`src/rtl/mioc_gate_test_ctrl_if.sv`:
```
// Control/status bundle between the gate test sequencer and its environment.
interface mioc_gate_test_ctrl_if #(
  parameter int unsigned N_IN  = 2,
  parameter int unsigned ERR_W = 8
);

  logic              start;
  logic              abort;
  logic              z;
  logic [N_IN-1:0]   in_vec;
  logic              busy;
  logic              done;
  logic              pass;
  logic [ERR_W-1:0]  err_count;
  logic [N_IN-1:0]   fail_vec;
  logic              fail_seen;
  logic              sample_valid;
  logic              sample_z;

  // Environment side: issues commands, supplies the gate output, observes results.
  modport master (
    output start,
    output abort,
    output z,
    input  in_vec,
    input  busy,
    input  done,
    input  pass,
    input  err_count,
    input  fail_vec,
    input  fail_seen,
    input  sample_valid,
    input  sample_z
  );

  // Sequencer side.
  modport slave (
    input  start,
    input  abort,
    input  z,
    output in_vec,
    output busy,
    output done,
    output pass,
    output err_count,
    output fail_vec,
    output fail_seen,
    output sample_valid,
    output sample_z
  );

endinterface

```
`src/rtl/mioc_gate_test_ctrl.sv`:
```
// Exhaustive functional test sequencer for one MIOC MOS logic gate.
// Steps every input vector in ascending order, waits a settle time, samples
// the synchronized gate output and compares it against a truth table.
module mioc_gate_test_ctrl #(
  parameter int unsigned             N_IN   = 2,
  parameter int unsigned             SETTLE = 4,
  parameter logic [(1<<N_IN)-1:0]    TRUTH  = 4'b1001,
  parameter int unsigned             ERR_W  = 8
) (
  input  logic                 clk,
  input  logic                 rst_n,
  mioc_gate_test_ctrl_if.slave bus
);

  localparam int unsigned      NVEC      = 1 << N_IN;
  localparam int unsigned      CNT_W     = 8;
  localparam logic [N_IN-1:0]  LAST_VEC  = N_IN'(NVEC - 1);
  localparam logic [CNT_W-1:0] SETTLE_M1 = CNT_W'(SETTLE - 1);
  localparam logic [ERR_W-1:0] ERR_MAX   = '1;

  typedef enum logic [2:0] {
    S_IDLE   = 3'd0,
    S_APPLY  = 3'd1,
    S_WAIT   = 3'd2,
    S_SAMPLE = 3'd3,
    S_DONE   = 3'd4
  } state_e;

  state_e             state_q,        state_d;
  logic [N_IN-1:0]    vec_q,          vec_d;
  logic [CNT_W-1:0]   cnt_q,          cnt_d;
  logic [N_IN-1:0]    in_vec_q,       in_vec_d;
  logic               busy_q,         busy_d;
  logic               done_q,         done_d;
  logic               pass_q,         pass_d;
  logic [ERR_W-1:0]   err_count_q,    err_count_d;
  logic [N_IN-1:0]    fail_vec_q,     fail_vec_d;
  logic               fail_seen_q,    fail_seen_d;
  logic               sample_valid_q, sample_valid_d;
  logic               sample_z_q,     sample_z_d;
  logic               z_s1_q,         z_s2_q;

  logic               mismatch_c;
  logic [ERR_W-1:0]   err_inc_c;

  // Two-flop synchronizer for the asynchronous gate output.
  always_ff @(posedge clk or negedge rst_n) begin
    if (!rst_n) begin
      z_s1_q <= 1'b0;
      z_s2_q <= 1'b0;
    end else begin
      z_s1_q <= bus.z;
      z_s2_q <= z_s1_q;
    end
  end

  // sample_z holds the synchronized z captured on entry to SAMPLE, so the
  // reported value and the compared value are always the same bit.
  always_comb begin
    mismatch_c = (sample_z_q != TRUTH[vec_q]);
    err_inc_c  = (err_count_q == ERR_MAX) ? err_count_q
                                          : err_count_q + ERR_W'(1);
  end

  // Next-state and registered-output logic for the test sequencer.
  always_comb begin
    state_d        = state_q;
    vec_d          = vec_q;
    cnt_d          = cnt_q;
    in_vec_d       = in_vec_q;
    done_d         = done_q;
    pass_d         = pass_q;
    err_count_d    = err_count_q;
    fail_vec_d     = fail_vec_q;
    fail_seen_d    = fail_seen_q;
    sample_valid_d = 1'b0;
    sample_z_d     = sample_z_q;

    if (bus.abort && (state_q != S_IDLE)) begin
      // Abort keeps the error record for debug; only the run control clears.
      state_d  = S_IDLE;
      in_vec_d = '0;
      done_d   = 1'b0;
      pass_d   = 1'b0;
    end else begin
      case (state_q)
        S_IDLE, S_DONE: begin
          if (bus.start && !bus.abort) begin
            state_d     = S_APPLY;
            vec_d       = '0;
            in_vec_d    = '0;
            done_d      = 1'b0;
            pass_d      = 1'b0;
            err_count_d = '0;
            fail_vec_d  = '0;
            fail_seen_d = 1'b0;
          end
        end

        S_APPLY: begin
          in_vec_d = vec_q;
          cnt_d    = SETTLE_M1;
          state_d  = S_WAIT;
        end

        S_WAIT: begin
          if (cnt_q == '0) begin
            state_d        = S_SAMPLE;
            sample_valid_d = 1'b1;
            sample_z_d     = z_s2_q;
          end else begin
            cnt_d = cnt_q - CNT_W'(1);
          end
        end

        S_SAMPLE: begin
          if (mismatch_c) begin
            err_count_d = err_inc_c;
            if (!fail_seen_q) begin
              fail_vec_d  = vec_q;
              fail_seen_d = 1'b1;
            end
          end
          if (vec_q == LAST_VEC) begin
            state_d  = S_DONE;
            done_d   = 1'b1;
            pass_d   = (err_count_d == '0);
            in_vec_d = '0;
          end else begin
            vec_d   = vec_q + N_IN'(1);
            state_d = S_APPLY;
          end
        end

        default: begin
          state_d  = S_IDLE;
          in_vec_d = '0;
        end
      endcase
    end

    busy_d = (state_d == S_APPLY) || (state_d == S_WAIT) || (state_d == S_SAMPLE);
  end

  // State and output registers.
  always_ff @(posedge clk or negedge rst_n) begin
    if (!rst_n) begin
      state_q        <= S_IDLE;
      vec_q          <= '0;
      cnt_q          <= '0;
      in_vec_q       <= '0;
      busy_q         <= 1'b0;
      done_q         <= 1'b0;
      pass_q         <= 1'b0;
      err_count_q    <= '0;
      fail_vec_q     <= '0;
      fail_seen_q    <= 1'b0;
      sample_valid_q <= 1'b0;
      sample_z_q     <= 1'b0;
    end else begin
      state_q        <= state_d;
      vec_q          <= vec_d;
      cnt_q          <= cnt_d;
      in_vec_q       <= in_vec_d;
      busy_q         <= busy_d;
      done_q         <= done_d;
      pass_q         <= pass_d;
      err_count_q    <= err_count_d;
      fail_vec_q     <= fail_vec_d;
      fail_seen_q    <= fail_seen_d;
      sample_valid_q <= sample_valid_d;
      sample_z_q     <= sample_z_d;
    end
  end

  assign bus.in_vec       = in_vec_q;
  assign bus.busy         = busy_q;
  assign bus.done         = done_q;
  assign bus.pass         = pass_q;
  assign bus.err_count    = err_count_q;
  assign bus.fail_vec     = fail_vec_q;
  assign bus.fail_seen    = fail_seen_q;
  assign bus.sample_valid = sample_valid_q;
  assign bus.sample_z     = sample_z_q;

endmodule

```
`src/flat_wrapper.sv`:
```
// flat-port wrapper written by rule: the top's interface ports become plain ports
module mioc_gate_test_ctrl_flat 
#(
  parameter int unsigned             N_IN   = 2,
  parameter int unsigned             SETTLE = 4,
  parameter logic [(1<<N_IN)-1:0]    TRUTH  = 4'b1001,
  parameter int unsigned             ERR_W  = 8
)
  (clk, rst_n, bus_start, bus_abort, bus_z, bus_in_vec, bus_busy, bus_done, bus_pass, bus_err_count, bus_fail_vec, bus_fail_seen, bus_sample_valid, bus_sample_z);
  mioc_gate_test_ctrl_if #(.N_IN(N_IN), .ERR_W(ERR_W)) bus_i ();
  input  logic clk;
  input  logic rst_n;
  input wire logic [$bits(bus_i.start)-1:0] bus_start;
  input wire logic [$bits(bus_i.abort)-1:0] bus_abort;
  input wire logic [$bits(bus_i.z)-1:0] bus_z;
  output wire logic [$bits(bus_i.in_vec)-1:0] bus_in_vec;
  output wire logic [$bits(bus_i.busy)-1:0] bus_busy;
  output wire logic [$bits(bus_i.done)-1:0] bus_done;
  output wire logic [$bits(bus_i.pass)-1:0] bus_pass;
  output wire logic [$bits(bus_i.err_count)-1:0] bus_err_count;
  output wire logic [$bits(bus_i.fail_vec)-1:0] bus_fail_vec;
  output wire logic [$bits(bus_i.fail_seen)-1:0] bus_fail_seen;
  output wire logic [$bits(bus_i.sample_valid)-1:0] bus_sample_valid;
  output wire logic [$bits(bus_i.sample_z)-1:0] bus_sample_z;
  assign bus_i.start = bus_start;
  assign bus_i.abort = bus_abort;
  assign bus_i.z = bus_z;
  assign bus_in_vec = bus_i.in_vec;
  assign bus_busy = bus_i.busy;
  assign bus_done = bus_i.done;
  assign bus_pass = bus_i.pass;
  assign bus_err_count = bus_i.err_count;
  assign bus_fail_vec = bus_i.fail_vec;
  assign bus_fail_seen = bus_i.fail_seen;
  assign bus_sample_valid = bus_i.sample_valid;
  assign bus_sample_z = bus_i.sample_z;
  mioc_gate_test_ctrl #(.N_IN(N_IN), .SETTLE(SETTLE), .TRUTH(TRUTH), .ERR_W(ERR_W)) u_core (.clk(clk), .rst_n(rst_n), .bus(bus_i));
endmodule
```
`config.mk`:
```
export PLATFORM = sky130hd
export DESIGN_NAME = mioc_gate_test_ctrl_flat
export DESIGN_NICKNAME = d
export VERILOG_FILES = /design/src/rtl/mioc_gate_test_ctrl_if.sv /design/src/rtl/mioc_gate_test_ctrl.sv /design/src/flat_wrapper.sv
export SDC_FILE = /design/constraint.sdc
export NUM_CORES = 1
export LEC_CHECK = 0
export BUFFER_PORTS_ARGS = -buffer_cell sky130_fd_sc_hd__buf_2
export CORE_MARGIN = 8
export CORE_UTILIZATION = 45
export DETAILED_ROUTE_END_ITERATION = 8
export PLACE_DENSITY = 0.66
export SLEW_MARGIN = 20
export SYNTH_ARGS = -nofsm -noshare
export SYNTH_HDL_FRONTEND = slang
export SYNTH_SLANG_ARGS = --single-unit
```
`constraint.sdc`:
```
create_clock -name clk -period 2.75 [get_ports clk]
set_clock_uncertainty 0.2 [all_clocks]
set_input_delay 0.1375 -clock clk [delete_from_list [all_inputs] [get_ports clk]]
set_output_delay 0.1375 -clock clk [all_outputs]
set_load 0.05 [all_outputs]
```
### After elaboration in Yosys (flattened, before gate mapping)

Cells that the tools add are included.

| word-level totals | value |
|---|---|
| flip-flop bits (word level) | 33 |
| logic and storage cells | 94 |
| output and inout bits | 18 |
| bits of input ports | 5 |

| cells by class | value |
|---|---|
| mux-type cells | 36 |
| bitwise logic cells | 1 |
| reduce and logical (&&, ||, !) cells | 21 |
| add/subtract/negate cells | 3 |
| order comparisons | 1 |
| eq/ne operators | 18 |

Operators by type and width:

| kind | number |
|---|---|
| $mux 8 | 6 |
| $pmux 8 s2 | 2 |
| $logic_not 8->1 | 2 |
| $reduce_and 3->1 | 5 |
| $eq 3x2->1 const B | 4 |
| $mux 2 | 6 |
| $mux 3 | 4 |
| $pmux 3 s4 | 1 |
| $mux 1 | 10 |
| $add 8x1->8 const B | 1 |
| $eq 8x8->1 const B | 1 |
| $pmux 2 s2 | 2 |
| $pmux 2 s4 | 1 |
| $reduce_and 4->1 | 2 |
| $sub 8x1->8 const B | 1 |
| $eq 3x1->1 const B | 2 |
| $ne 2x1->1 const B | 3 |
| $ne 2x2->1 const B | 3 |
| $ne 3x1->1 const B | 2 |
| $pmux 1 s2 | 3 |
| $reduce_bool 3->1 | 2 |
| $reduce_and 5->1 | 1 |
| $reduce_bool 2->1 | 2 |
| $eq 3x3->1 const B | 1 |
| other kinds (11) | 13 |

### Depth between registers and ports, before layout

Gate-level depths: netlist (run 1).

| depth | value |
|---|---|
| word-level depth | 10 |
| depth in mapped cells | 8 |
| depth with buffers taken out | 8 |

### Least setup slack after synthesis (run 1)

No wires, ideal clock.

| timing path | value |
|---|---|
| path type | flip-flop to flip-flop |
| start point | register u_core.err_count_q[0], in the netlist u_core.bus.err_count[0] |
| end point | register u_core.pass_q, in the netlist u_core.bus.pass |
| data required time | 2454 ps |
| data arrival time | 2105 ps |
| slack | 350 ps |
| clock period less this slack | 2400 ps |
| cell stages (with the launch flop) | 7 |
| path buffers | 0 |
| setup time | 96 ps |
| cells stage by stage | dfrtp_1 -> ha_1 -> nand2_1 -> or4_1 -> o21ai_0 -> o2111ai_1 -> o31ai_1 |

| on the way | value |
|---|---|
| longest elaborated chain between the ends | 9 |
| elaborated cells between the ends (all ways) | 10 |
| classes of those cells | add/sub (1); eq/ne (1); mux (7); reduce/logical (1) |

Ends and longest elaborated chain:

| what | line | RTL |
|---|---|---|
| start, declared | mioc_gate_test_ctrl.sv:36 | `logic [ERR_W-1:0] err_count_q, err_count_d;` |
| start signal, assigned | mioc_gate_test_ctrl.sv:168 | `err_count_q <= err_count_d;` |
| $add 8x1->8 or $eq 8x8->1 (tied branches) | mioc_gate_test_ctrl.sv:62, mioc_gate_test_ctrl.sv:61 |  |
| $mux 8 | mioc_gate_test_ctrl.sv:61 | `err_inc_c = (err_count_q == ERR_MAX) ? err_count_q` |
| $mux 8 * | mioc_gate_test_ctrl.sv:117 | `if (mismatch_c) begin` |
| $mux 8 * | mioc_gate_test_ctrl.sv:86 | `case (state_q)` |
| $mux 8 * | mioc_gate_test_ctrl.sv:79 | `if (bus.abort && (state_q != S_IDLE)) begin` |
| $logic_not 8->1 * | mioc_gate_test_ctrl.sv:127 | `pass_d = (err_count_d == '0);` |
| $mux 1 * | mioc_gate_test_ctrl.sv:124 | `if (vec_q == LAST_VEC) begin` |
| $pmux 1 s2 * | mioc_gate_test_ctrl.sv:86 |  |
| $mux 1 * | mioc_gate_test_ctrl.sv:79 |  |
| end signal, assigned | mioc_gate_test_ctrl.sv:167 | `pass_q <= pass_d;` |
| end, declared | mioc_gate_test_ctrl.sv:35 | `logic pass_q, pass_d;` |

Every way passes the cells marked *; elsewhere a longest branch is shown, timed or not. The select of a mux whose other input is x is not followed.
A chain may end at the register's enable or synchronous reset.

### Worst setup path after layout (run 1)

| timing path | value |
|---|---|
| start point | register u_core.vec_q[0] |
| end point | register u_core.pass_q, in the netlist u_core.bus.pass |

| on the way | value |
|---|---|
| longest elaborated chain between the ends | 10 |
| elaborated cells between the ends (all ways) | 13 |
| classes of those cells | eq/ne (3); mux (8); reduce/logical (2) |

Ends and longest elaborated chain:

| what | line | RTL |
|---|---|---|
| start, declared | mioc_gate_test_ctrl.sv:30 | `logic [N_IN-1:0] vec_q, vec_d;` |
| start signal, assigned | mioc_gate_test_ctrl.sv:162 | `vec_q <= vec_d;` |
| $bmux 1 s2 | mioc_gate_test_ctrl.sv:60 | `mismatch_c = (sample_z_q != TRUTH[vec_q]);` |
| $mux 1 (not written as such) | mioc_gate_test_ctrl.sv:60 |  |
| $ne 1x1->1 | mioc_gate_test_ctrl.sv:60 |  |
| $mux 8 | mioc_gate_test_ctrl.sv:117 |  |
| $mux 8 | mioc_gate_test_ctrl.sv:86 |  |
| $mux 8 | mioc_gate_test_ctrl.sv:79 |  |
| $logic_not 8->1 | mioc_gate_test_ctrl.sv:127 |  |
| $mux 1 | mioc_gate_test_ctrl.sv:124 |  |
| $pmux 1 s2 | mioc_gate_test_ctrl.sv:86 |  |
| $mux 1 | mioc_gate_test_ctrl.sv:79 |  |

Parallel ways exist; a longest one is shown, timed or not. The select of a mux whose other input is x is not followed.

==> results.md, run 1 <==
- ANT cells: 0
- WHS Path Cells: 4
- Final period utilization: approximately nine tenths
- WL/cell: between 15 and 20 µm
- H-Tree Depth: 2
- Root Buffer: clkbuf_8
- Mux share of post-synthesis cell area: under 10%
- Commonest non-fill, non-tap cell in the layout: dfrtp_1
- Layout cells sized above 1: 19.4%
- Clock transition at the registers of the reported paths: 0.07 ns
- Tmin final: approximately 2.5 ns
- Most frequent cells in the layout: dfrtp_1, buf_2, nand2_1, a21oi_1
- Initial antenna violation count: 0
- Post-DP HPWL: 3.01 mm
- Hold Path End: u_core.state_q[2]
- R2R Path End: u_core.bus.pass
- Vias in the first global route: 1494
- Post-CTS Setup Inserts: 0
- Top_reg_cell synth: dfrtp_1
- DRC: 0
- Pre-CTS setup slack: 0.284 ns
- CTS Buf Count: 5
- Via count: about 1.5k
- 1st-pass router iterations: 4
- Yosys reg bits: 33
- CP max stage cell: nor4_1
- Xor and xnor area share after synthesis: ~1.9%
- Post-synthesis cell type count: 51
- Relative slew margins: 51.1%
- Port bufs: 22
- Synthesis-to-layout area growth: 14.8%
- Crit path kind: reg -> reg
- Synth Area in Adders: ~2.1%
- First-pass GRT wire length: around 7.3 mm
- Final hold violation count: 0
- Slew @ Worst Pin: approximately 0.73 ns
- Leakage power: about 0.96 nW
- Register area share after synthesis: between 40% and 50%
- Met3 Use GR: between 4 and 5%
- F_max: about 400 MHz
- CP Buf/Inv Count: 0
- Die area: between 6000 and 7000 µm²
- Final wirelength: 4.19 mm
- HP Start: bus_start
- HP Class: in -> reg
- Initial Util: a little under half
- Reg2Reg Setup Slack: between 0.2 and 0.25 ns
- Max FO, Critical Path: 9
- Max Cap Viol: 0
- Routability cong.: between 0.8 and 0.9
- Mean Syn Cell Area: between 9 and 10 µm²
- Finished Layout Cells: 267
- Tot GR Track Use: 14.1%
- M2 GR Usage: between 20 and 25%
- Startpoint types: register
- Status: finished, final reports clean
- Critical Path End Type: register
- Met1 GRT Util: between 10% and 20%
- Maximum number of pins on one net before global-route repair: 34
- RR Startpoint: u_core.vec_q[0]
- CTS Buffer Depth: 2
- CP Cell Sequence: ha_1, xor2_1, nor4_1, and3_1, o2111ai_1, o31ai_1
- TritonCTS clock tree: done
- Clock Latency Late Sink: around 0.28 ns
- Chip width: about 80 µm
- Mapped Area: roughly 1800 µm²
- Register-to-Register Path Depth: 6
- Io pins: 23
- Cells after Synth: roughly 190
- Via-per-instance ratio: around 5.8
- Top delay family on crit path: simple AND/OR/NAND/NOR gates
- Main combinational cell family by area after synthesis: simple AND/OR/NAND/NOR gates
- GR Overflow Total: 0
- Row cnt: 23
- Synth Area in Simple Gates: about 24%
- Max Slew Vio Count: 0
- Crit-path max cell delay: ~0.56 ns
- Post-route antenna net violation count: 0
- Final Setup Violations: 0
- Core area: around 4000 µm²
- Synth Net Count: between 150 and 200
- Crit path arrival time: 2.51 ns
- GRT Max-Usage Layer: met2
- Fillers: between 300 and 400
- Worst Path Required: 2.74 ns
- 1st-iter DRT viols: roughly 160
- Final TNS setup: 0 ns
- Yosys warnings: 0
- PwrDens: between 600 and 700 nW/µm²
- CTS Sinks: 33
- Placed insts: about 260
- Post-synthesis compound-gate area fraction: between 10% and 20%
- Fin Hold WS: 0.0747 ns
- Die Ht: around 80 µm
- Post-synth EDFFs: 0
- Final nets: around 220
- Final setup margin: roughly 0.24 ns
- Share of flip-flops with an asynchronous set or reset: between 90% and 100%
- RSZ-0062 raised after global routing: no
- Worst VDD drop: roughly 0.30 mV
## worst max path at each step
stage | from | end | depth (start not counted)
floorplan | u_core.bus.err_count[0] | u_core.bus.pass | 6
global route | u_core.vec_q[0] | u_core.bus.pass | 6
CTS | u_core.vec_q[0] | u_core.bus.pass | 6
finish | u_core.vec_q[0] | u_core.bus.pass | 6
detailed placement | u_core.vec_q[0] | u_core.bus.pass | 6
global placement | u_core.vec_q[0] | u_core.bus.pass | 6
## synthesized netlist by cell type (2+ instances only)
cell type / instances / area, µm²
a22o_1: 8 / 70.1
nor3_1: 5 / 25.0
nor2b_1: 3 / 18.8
o22ai_1: 2 / 12.5
o31ai_1: 4 / 30.0
nand2b_1: 4 / 25.0
nand4bb_1: 2 / 22.5
xnor2_1: 3 / 26.3
ha_1: 3 / 37.5
nand3_1: 6 / 30.0
or4_1: 2 / 15.0
mux2_2: 3 / 33.8
and3_1: 3 / 18.8
a31oi_1: 2 / 12.5
inv_1: 5 / 18.8
mux2i_1: 3 / 30.0
nor2_1: 12 / 45.0
nor4b_1: 3 / 26.3
nand3b_1: 4 / 30.0
nand2_1: 20 / 75.1
dfrtp_1: 33 / 826
buf_2: 3 / 15.0
a21oi_1: 13 / 65.1
nor4_1: 3 / 18.8
clkbuf_1: 3 / 11.3
o21ai_0: 12 / 60.1
## per-stage QoR
| step | cell area, µm² | utilization [%] | power (W) |
|---|---|---|---|
| 2_1_floorplan | 1830 | - | 0.000943 |
| 3_3_place_gp | 1980 | 50.3 | 0.00103 |
| 3_5_place_dp | 1980 | 50.3 | 0.00105 |
| 4_1_cts | 2100 | 53.3 | 0.00141 |
| 5_1_grt | 2100 | 53.3 | 0.00149 |
| 6_report | 2100 | 53.3 | 0.00140 |
## where the power goes
group / switching, W / total, W / internal, W
clock network: 0.000183 / 0.000357 / 0.000175
logic: 0.000253 / 0.000420 / 0.000167
registers: 0.0000751 / 0.000625 / 0.000550
## final cells by class
class / instances / area [µm²] / share of cell area, %
multi-input cells: 144 / 942 / 44.9
well taps: 50 / 62.6 / 2.98
clock buffers: 5 / 68.8 / 3.28
inverters: 6 / 35.0 / 1.67
repair buffers: 26 / 148 / 7.03
flip-flops and latches: 33 / 826 / 39.3
clock inverters: 3 / 17.5 / 0.834
## cell families after synthesis
family	Yosys count
buffers and inverters	12
DFF	33
adders and majority gates	3
muxes	7
AOI/OAI and AO/OA	52
and+or+nand+nor	78
xor gates and xnor gates	4
## flip-flops by register name, indices dropped and copies added, names as in the netlist, 2 cells and up
signal / count
u_core.cnt_q: 8
u_core.bus.err_count: 8
u_core.bus.in_vec: 2
u_core.state_q: 3
u_core.bus.fail_vec: 2
u_core.vec_q: 2
## what timing repair did
action / in CTS / in global routing
endpoints found under the hold margin: 35 / 0
hold buffers: 3 / 0
gates resized for setup: 0 / 0
## metal layers
metal	vias up	wire length [µm]
li1	759	-
met2	35	1840
met4	0	47
met3	5	230
met1	748	2070
met5	-	0
## tightest hold or removal path: cells and delay by family
| kind | cells | cell delay (ns) |
|---|---|---|
| buf+inv | 2 | 0.18 |
| simple gates | 1 | 0.11 |
| compound gates | 1 | 0.09 |
Power figures use the tool's default switching activity.
==> inputs of run 2 (changes only) <==
Settings changed: CORE_UTILIZATION 45 to 57, PLACE_DENSITY 0.66 to 0.81.
==> results.md, run 2 (synthesis gave the netlist of run 1 again) <==
- Synthesis-to-layout area growth: 13.5% (was 14.8%)
- Io pins: 23 (unchanged)
- 1st-iter DRT viols: 219 (was 156)
- Max Cap Viol: 0 (unchanged)
- Tmin final: 2.58 ns (was 2.51 ns)
- Vias in the first global route: 1615 (was 1494)
- HP Class: reg -> reg (was in -> reg)
- Relative slew margins: 51.9% (was 51.1%)
- Commonest non-fill, non-tap cell in the layout: dfrtp_1 (unchanged)
- Final hold violation count: 0 (unchanged)
- ANT cells: 0 (unchanged)
- WL met3: 411 µm (was 230 µm)
- Wl on met1: 1.85 mm (was 2.07 mm)
- PwrDens: 633 nW/µm² (was 668 nW/µm²)
- Crit path kind: reg -> reg (unchanged)
- Finished Layout Cells: 263 (was 267)
- CTS Sinks: 33 (unchanged)
- Startpoint types: register (unchanged)
- Worst VDD drop: 0.351 mV (was 0.300 mV)
- Final TNS setup: 0 ns (unchanged)
- Post-route antenna net violation count: 0 (unchanged)
- Clock Latency Late Sink: 0.35 ns (was 0.28 ns)
- Initial Util: 59.9% (was 46.4%)
- F_max: 388 MHz (was 398 MHz)
- Root Buffer: clkbuf_4 (was clkbuf_8)
- First-pass GRT wire length: 7.55 mm (was 7.25 mm)
- DR top layer: met4 (unchanged)
- Final wirelength: 4.37 mm (was 4.19 mm)
- Total Power: 0.00131 W (was 0.00140 W)
- GR Overflow Total: 0 (unchanged)
- Most frequent cells in the layout: dfrtp_1, buf_2, nand2_1, a21oi_1 (unchanged)
- Tot GR Track Use: 18.1% (was 14.1%)
- Routability cong.: 0.955 (was 0.870)
- Crit path arrival time: 2.64 ns (was 2.51 ns)
- Final Setup Violations: 0 (unchanged)
- Chip width: 72.7 µm (was 79.8 µm)
- Die Ht: 72.7 µm (was 79.8 µm)
- Leakage power: 0.964 nW (about the same)
- Resize count post-CTS: 0 (unchanged)
- WL/cell: 16.6 µm (was 15.7 µm)
- Row cnt: 20 (was 23)
- Via-per-instance ratio: 6.27 (was 5.79)
- H-Tree Depth: 2 (unchanged)
- Layout cells sized above 1: 18.7% (was 19.4%)
- Max Slew Vio Count: 0 (unchanged)
- Maximum number of pins on one net before global-route repair: 34 (unchanged)
- Worst Path Required: 2.81 ns (was 2.74 ns)
- Initial antenna violation count: 0 (unchanged)
- Final period utilization: 93.7% (was 91.4%)
- Fillers: 258 (was 364)
- Max FO, Critical Path: 9 (unchanged)
- Post-DP HPWL: 3.10 mm (was 3.01 mm)
- RSZ-0062 raised after global routing: no (unchanged)
- Port bufs: 22 (unchanged)
- Critical Path End Type: register (unchanged)
- DRC: 0 (unchanged)
- Slew @ Worst Pin: 0.722 ns (was 0.734 ns)
- Die area: 5280 µm² (was 6360 µm²)
- Core area: 3050 µm² (was 3940 µm²)
- Fin Hold WS: 0.161 ns (was 0.0747 ns)
- Final nets: 226 (was 224)
- Register-to-Register Path Depth: 6 (unchanged)
- TritonCTS clock tree: done (unchanged)
- 1st-pass router iterations: 4 (unchanged)
- WHS Path Cells: 0 (was 4)
- CTS Buffer Depth: 2 (unchanged)
- Via count: 1648 (was 1547)
- CTS Buf Count: 5 (unchanged)
- Met2 WL post-DR: 2.03 mm (was 1.84 mm)
- Clock transition at the registers of the reported paths: 0.10 ns (was 0.07 ns)
- Placed insts: 250 (was 256)
- Status: finished, final reports clean (unchanged)
## run 2: cell count changes in the layout (fill, tap and decap cells not counted)
cell / previous run / this run
clkbuf_1: 0 / 1
clkbuf_4: 0 / 5
clkbuf_8: 5 / 0
clkinvlp_4: 1 / 0
dlygate4sd3_1: 3 / 5
## run 2: critical path, cell delays in order (launching register included)
cell,delay (ns)
dfrtp_1,0.46
ha_1,0.38
xor2_1,0.27
nor4_1,0.59
and3_1,0.25
o2111ai_1,0.11
o31ai_1,0.24
## run 2: final cells by class
cell class	instances	area, µm²	share of cell area [%]
Multi-Input combinational cell	144	942	45.4
Timing Repair Buffer	28	168	8.07
Clock buffer	6	41.3	1.99
Tap cell	44	55.1	2.65
Clock inverter	2	10.0	0.482
Inverter	6	35.0	1.69
Sequential cell	33	826	39.8
## run 2: through the flow
step	cell area (µm²)	setup WS, ns	util (%)
2_1_floorplan	1830	0.350	-
3_3_place_gp	1980	0.357	64.7
3_5_place_dp	1980	0.237	64.7
4_1_cts	2080	0.213	68.0
5_1_grt	2080	0.0355	68.0
6_report	2080	0.173	68.0
## run 2: routing by layer
layer  global-route usage [%]  vias up
li1                         -      765
met2                     27.6       91
met1                     21.9      785
met4                     8.67        0
met5                        0        -
met3                     6.87        7
## run 2: power by group
| group | switching, W | leakage, nW | internal, W | total [W] |
|---|---|---|---|---|
| logic | 0.000258 | 0.493 | 0.000168 | 0.000426 |
| registers | 0.0000735 | 0.439 | 0.000549 | 0.000623 |
| clock network | 0.000168 | 0.0320 | 0.0000972 | 0.000265 |
| total | 0.000500 | 0.964 | 0.000815 | 0.00131 |
## run 2: path summary, 6_finish.rpt
check | start | end | slack [ns]
max | u_core.vec_q[0] | u_core.bus.pass | 0.17
min | u_core.z_s1_q | u_core.z_s2_q | 0.16
max reg2reg | u_core.vec_q[0] | u_core.bus.pass | 0.17
min reg2reg | u_core.z_s1_q | u_core.z_s2_q | 0.16
max in group asynchronous | rst_n | u_core.cnt_q[7] | 1.72
min in group asynchronous | rst_n | u_core.bus.in_vec[1] | 0.17
## run 2: timing repair
item / in CTS / in global routing
hold endpoints to repair: 37 / 0
setup buffers: 0 / 0
hold buffers: 5 / 0
==> inputs of run 3 (changes only) <==
--- a/config.mk
+++ b/config.mk
@@ -8,7 +8,7 @@
 export BUFFER_PORTS_ARGS = -buffer_cell sky130_fd_sc_hd__buf_2
 export CORE_MARGIN = 8
-export CORE_UTILIZATION = 57
+export CORE_UTILIZATION = 50
 export DETAILED_ROUTE_END_ITERATION = 8
-export PLACE_DENSITY = 0.81
+export PLACE_DENSITY = 0.72
 export SLEW_MARGIN = 20
 export SYNTH_ARGS = -nofsm -noshare
==> constraint.sdc (replaced) <==
create_clock -name clk -period 2.7 [get_ports clk]
set_clock_uncertainty 0.2 [all_clocks]
set_input_delay 0.135 -clock clk [delete_from_list [all_inputs] [get_ports clk]]
set_output_delay 0.135 -clock clk [all_outputs]
set_load 0.02 [all_outputs]
==> results.md, run 3 (synthesis gave the netlist of run 1 again) <==
- Commonest non-fill, non-tap cell in the layout: dfrtp_1 (unchanged)
- Fillers: 335 (was 258)
- CTS Sinks: 33 (unchanged)
- Total Power: 0.00132 W (was 0.00131 W)
- Max FO, Critical Path: 9 (unchanged)
- Placed inst area: 1990 µm² (was 1980 µm²)
- Final core occ: 58.1% (was 68.0%)
- Via count: 1583 (was 1648)
- Core area: 3580 µm² (was 3050 µm²)
- Port bufs: 22 (unchanged)
- Final period utilization: 91.4% (was 93.7%)
- Max Slew Vio Count: 0 (unchanged)
- Chip width: 76.5 µm (was 72.7 µm)
- Status: finished, final reports clean (unchanged)
- Final wirelength: 4.21 mm (was 4.37 mm)
- Sequential power share: 48.5% (was 47.4%)
- Tmin final: 2.47 ns (was 2.58 ns)
- Area occupied by multi-input gates: 948 µm² (was 942 µm²)
- Routability cong.: 0.930 (was 0.955)
- Final hold violation count: 0 (unchanged)
- H-Tree Depth: 2 (unchanged)
- ANT cells: 0 (unchanged)
- DRC: 0 (unchanged)
- Row cnt: 22 (was 20)
- Layout cells sized above 1: 19.4% (was 18.7%)
- Io pins: 23 (unchanged)
- Vias in the first global route: 1531 (was 1615)
- Final TNS setup: 0 ns (unchanged)
- WL/cell: 15.9 µm (was 16.6 µm)
- Leakage power: 0.957 nW (was 0.964 nW)
- Startpoint types: register (unchanged)
- Relative slew margins: 51.7% (was 51.9%)
- Post-route antenna net violation count: 0 (unchanged)
- Via-per-instance ratio: 5.97 (was 6.27)
- P_sw: 0.000461 W (was 0.000500 W)
- CTS Buf Count: 5 (unchanged)
- Tot GR Track Use: 15.0% (was 18.1%)
- Clock Latency Late Sink: 0.33 ns (was 0.35 ns)
- Root Buffer: clkbuf_4 (unchanged)
- Sw Share: 35.1% (was 38.0%)
- Clock transition at the registers of the reported paths: 0.09 ns (was 0.10 ns)
- Crit path arrival time: 2.51 ns (was 2.64 ns)
- Slew @ Worst Pin: 0.724 ns (was 0.722 ns)
- Power share of the clock group: 21.3% (was 20.2%)
- 1st-iter DRT viols: 123 (was 219)
- Reg area: 826 µm² (unchanged)
- P_int: 0.000854 W (was 0.000815 W)
- 1st-pass router iterations: 4 (unchanged)
- Comb power frac: 30.2% (was 32.4%)
- TritonCTS clock tree: done (unchanged)
- Die Ht: 76.5 µm (was 72.7 µm)
- Crit path kind: reg -> reg (unchanged)
- GR Overflow Total: 0 (unchanged)
- Post-DP HPWL: 3.06 mm (was 3.10 mm)
- Maximum number of pins on one net before global-route repair: 34 (unchanged)
- Design area: 2080 µm² (about the same)
- Final nets: 225 (was 226)
- Synthesis-to-layout area growth: 13.7% (was 13.5%)
- Critical Path End Type: register (unchanged)
- Initial antenna violation count: 0 (unchanged)
- Final Setup Violations: 0 (unchanged)
- Initial Util: 51.1% (was 59.9%)
- HP Class: in -> reg (was reg -> reg)
- PwrDens: 633 nW/µm² (about the same)
- Die area: 5850 µm² (was 5280 µm²)
- Worst VDD drop: 0.322 mV (was 0.351 mV)
- RSZ-0062 raised after global routing: no (unchanged)
- First-pass GRT wire length: 7.36 mm (was 7.55 mm)
- Worst Path Required: 2.74 ns (was 2.81 ns)
- Most frequent cells in the layout: dfrtp_1, buf_2, nand2_1, a21oi_1 (unchanged)
- F_max: 405 MHz (was 388 MHz)
- Max Cap Viol: 0 (unchanged)
- CTS Buffer Depth: 2 (unchanged)
[run 3: per-stage QoR]
step                hold WS (ns)  worst slack [ns]  instances
floorplan                 -0.361             0.400        189
global placement          0.0254             0.295        255
detailed placement        0.0359             0.165        255
CTS                       0.0338             0.136        265
global route              0.0720            0.0122        265
finish                    0.0520             0.233        265
[run 3: layout make-up]
type	count	area share, %
clock buffer	7	2.65
inverter	6	1.68
multi-input combinational	144	45.6
sequential	33	39.7
tap	48	2.89
timing repair buffer	27	7.46
[run 3: metal layers]
metal / track usage [%] / vias up / wire, µm / share of wire (%)
li1: - / 760 / - / -
met1: 18.3 / 775 / 1880 / 45
met2: 23.5 / 43 / 2010 / 48
met3: 5.78 / 5 / 260 / 6.2
met4: 5.38 / 0 / 57 / 1.4
met5: 0 / - / 0 / 0
[run 3: worst paths after layout]
kind | startpoint | depth (start not counted) | to | slack (ns)
max | u_core.vec_q[0] | 6 | u_core.bus.pass | 0.23
min | bus_start | 4 | u_core.state_q[2] | 0.05
max reg2reg | u_core.vec_q[0] | 6 | u_core.bus.pass | 0.23
min reg2reg | u_core.z_s1_q | 0 | u_core.z_s2_q | 0.16
max in group asynchronous | rst_n | 2 | u_core.bus.err_count[4] | 1.65
min in group asynchronous | rst_n | 2 | u_core.bus.in_vec[0] | 0.18
[run 3: timing repair]
item,in CTS,in global routing
endpoints found under the hold margin,36,0
hold buffers,3,0
setup buffers,0,0
gates resized for setup,0,1
setup endpoints to repair,0,1
[run 3: power groups by stage]
| stage | sequential [W] | combinational, W | clock, W |
|---|---|---|---|
| floorplan | 0.000635 | 0.000293 | 0 |
| global placement | 0.000635 | 0.000376 | 0 |
| detailed placement | 0.000643 | 0.000393 | 0 |
| CTS | 0.000634 | 0.000397 | 0.000295 |
| global route | 0.000647 | 0.000445 | 0.000310 |
| finish | 0.000638 | 0.000397 | 0.000280 |
[run 3: worst max-delay path: stages (launching register included)]
cell	delay [ns]
dfrtp_1	0.47
ha_1	0.38
xor2_1	0.27
or4_1	0.59
o21ai_0	0.09
o2111ai_1	0.13
o31ai_1	0.24
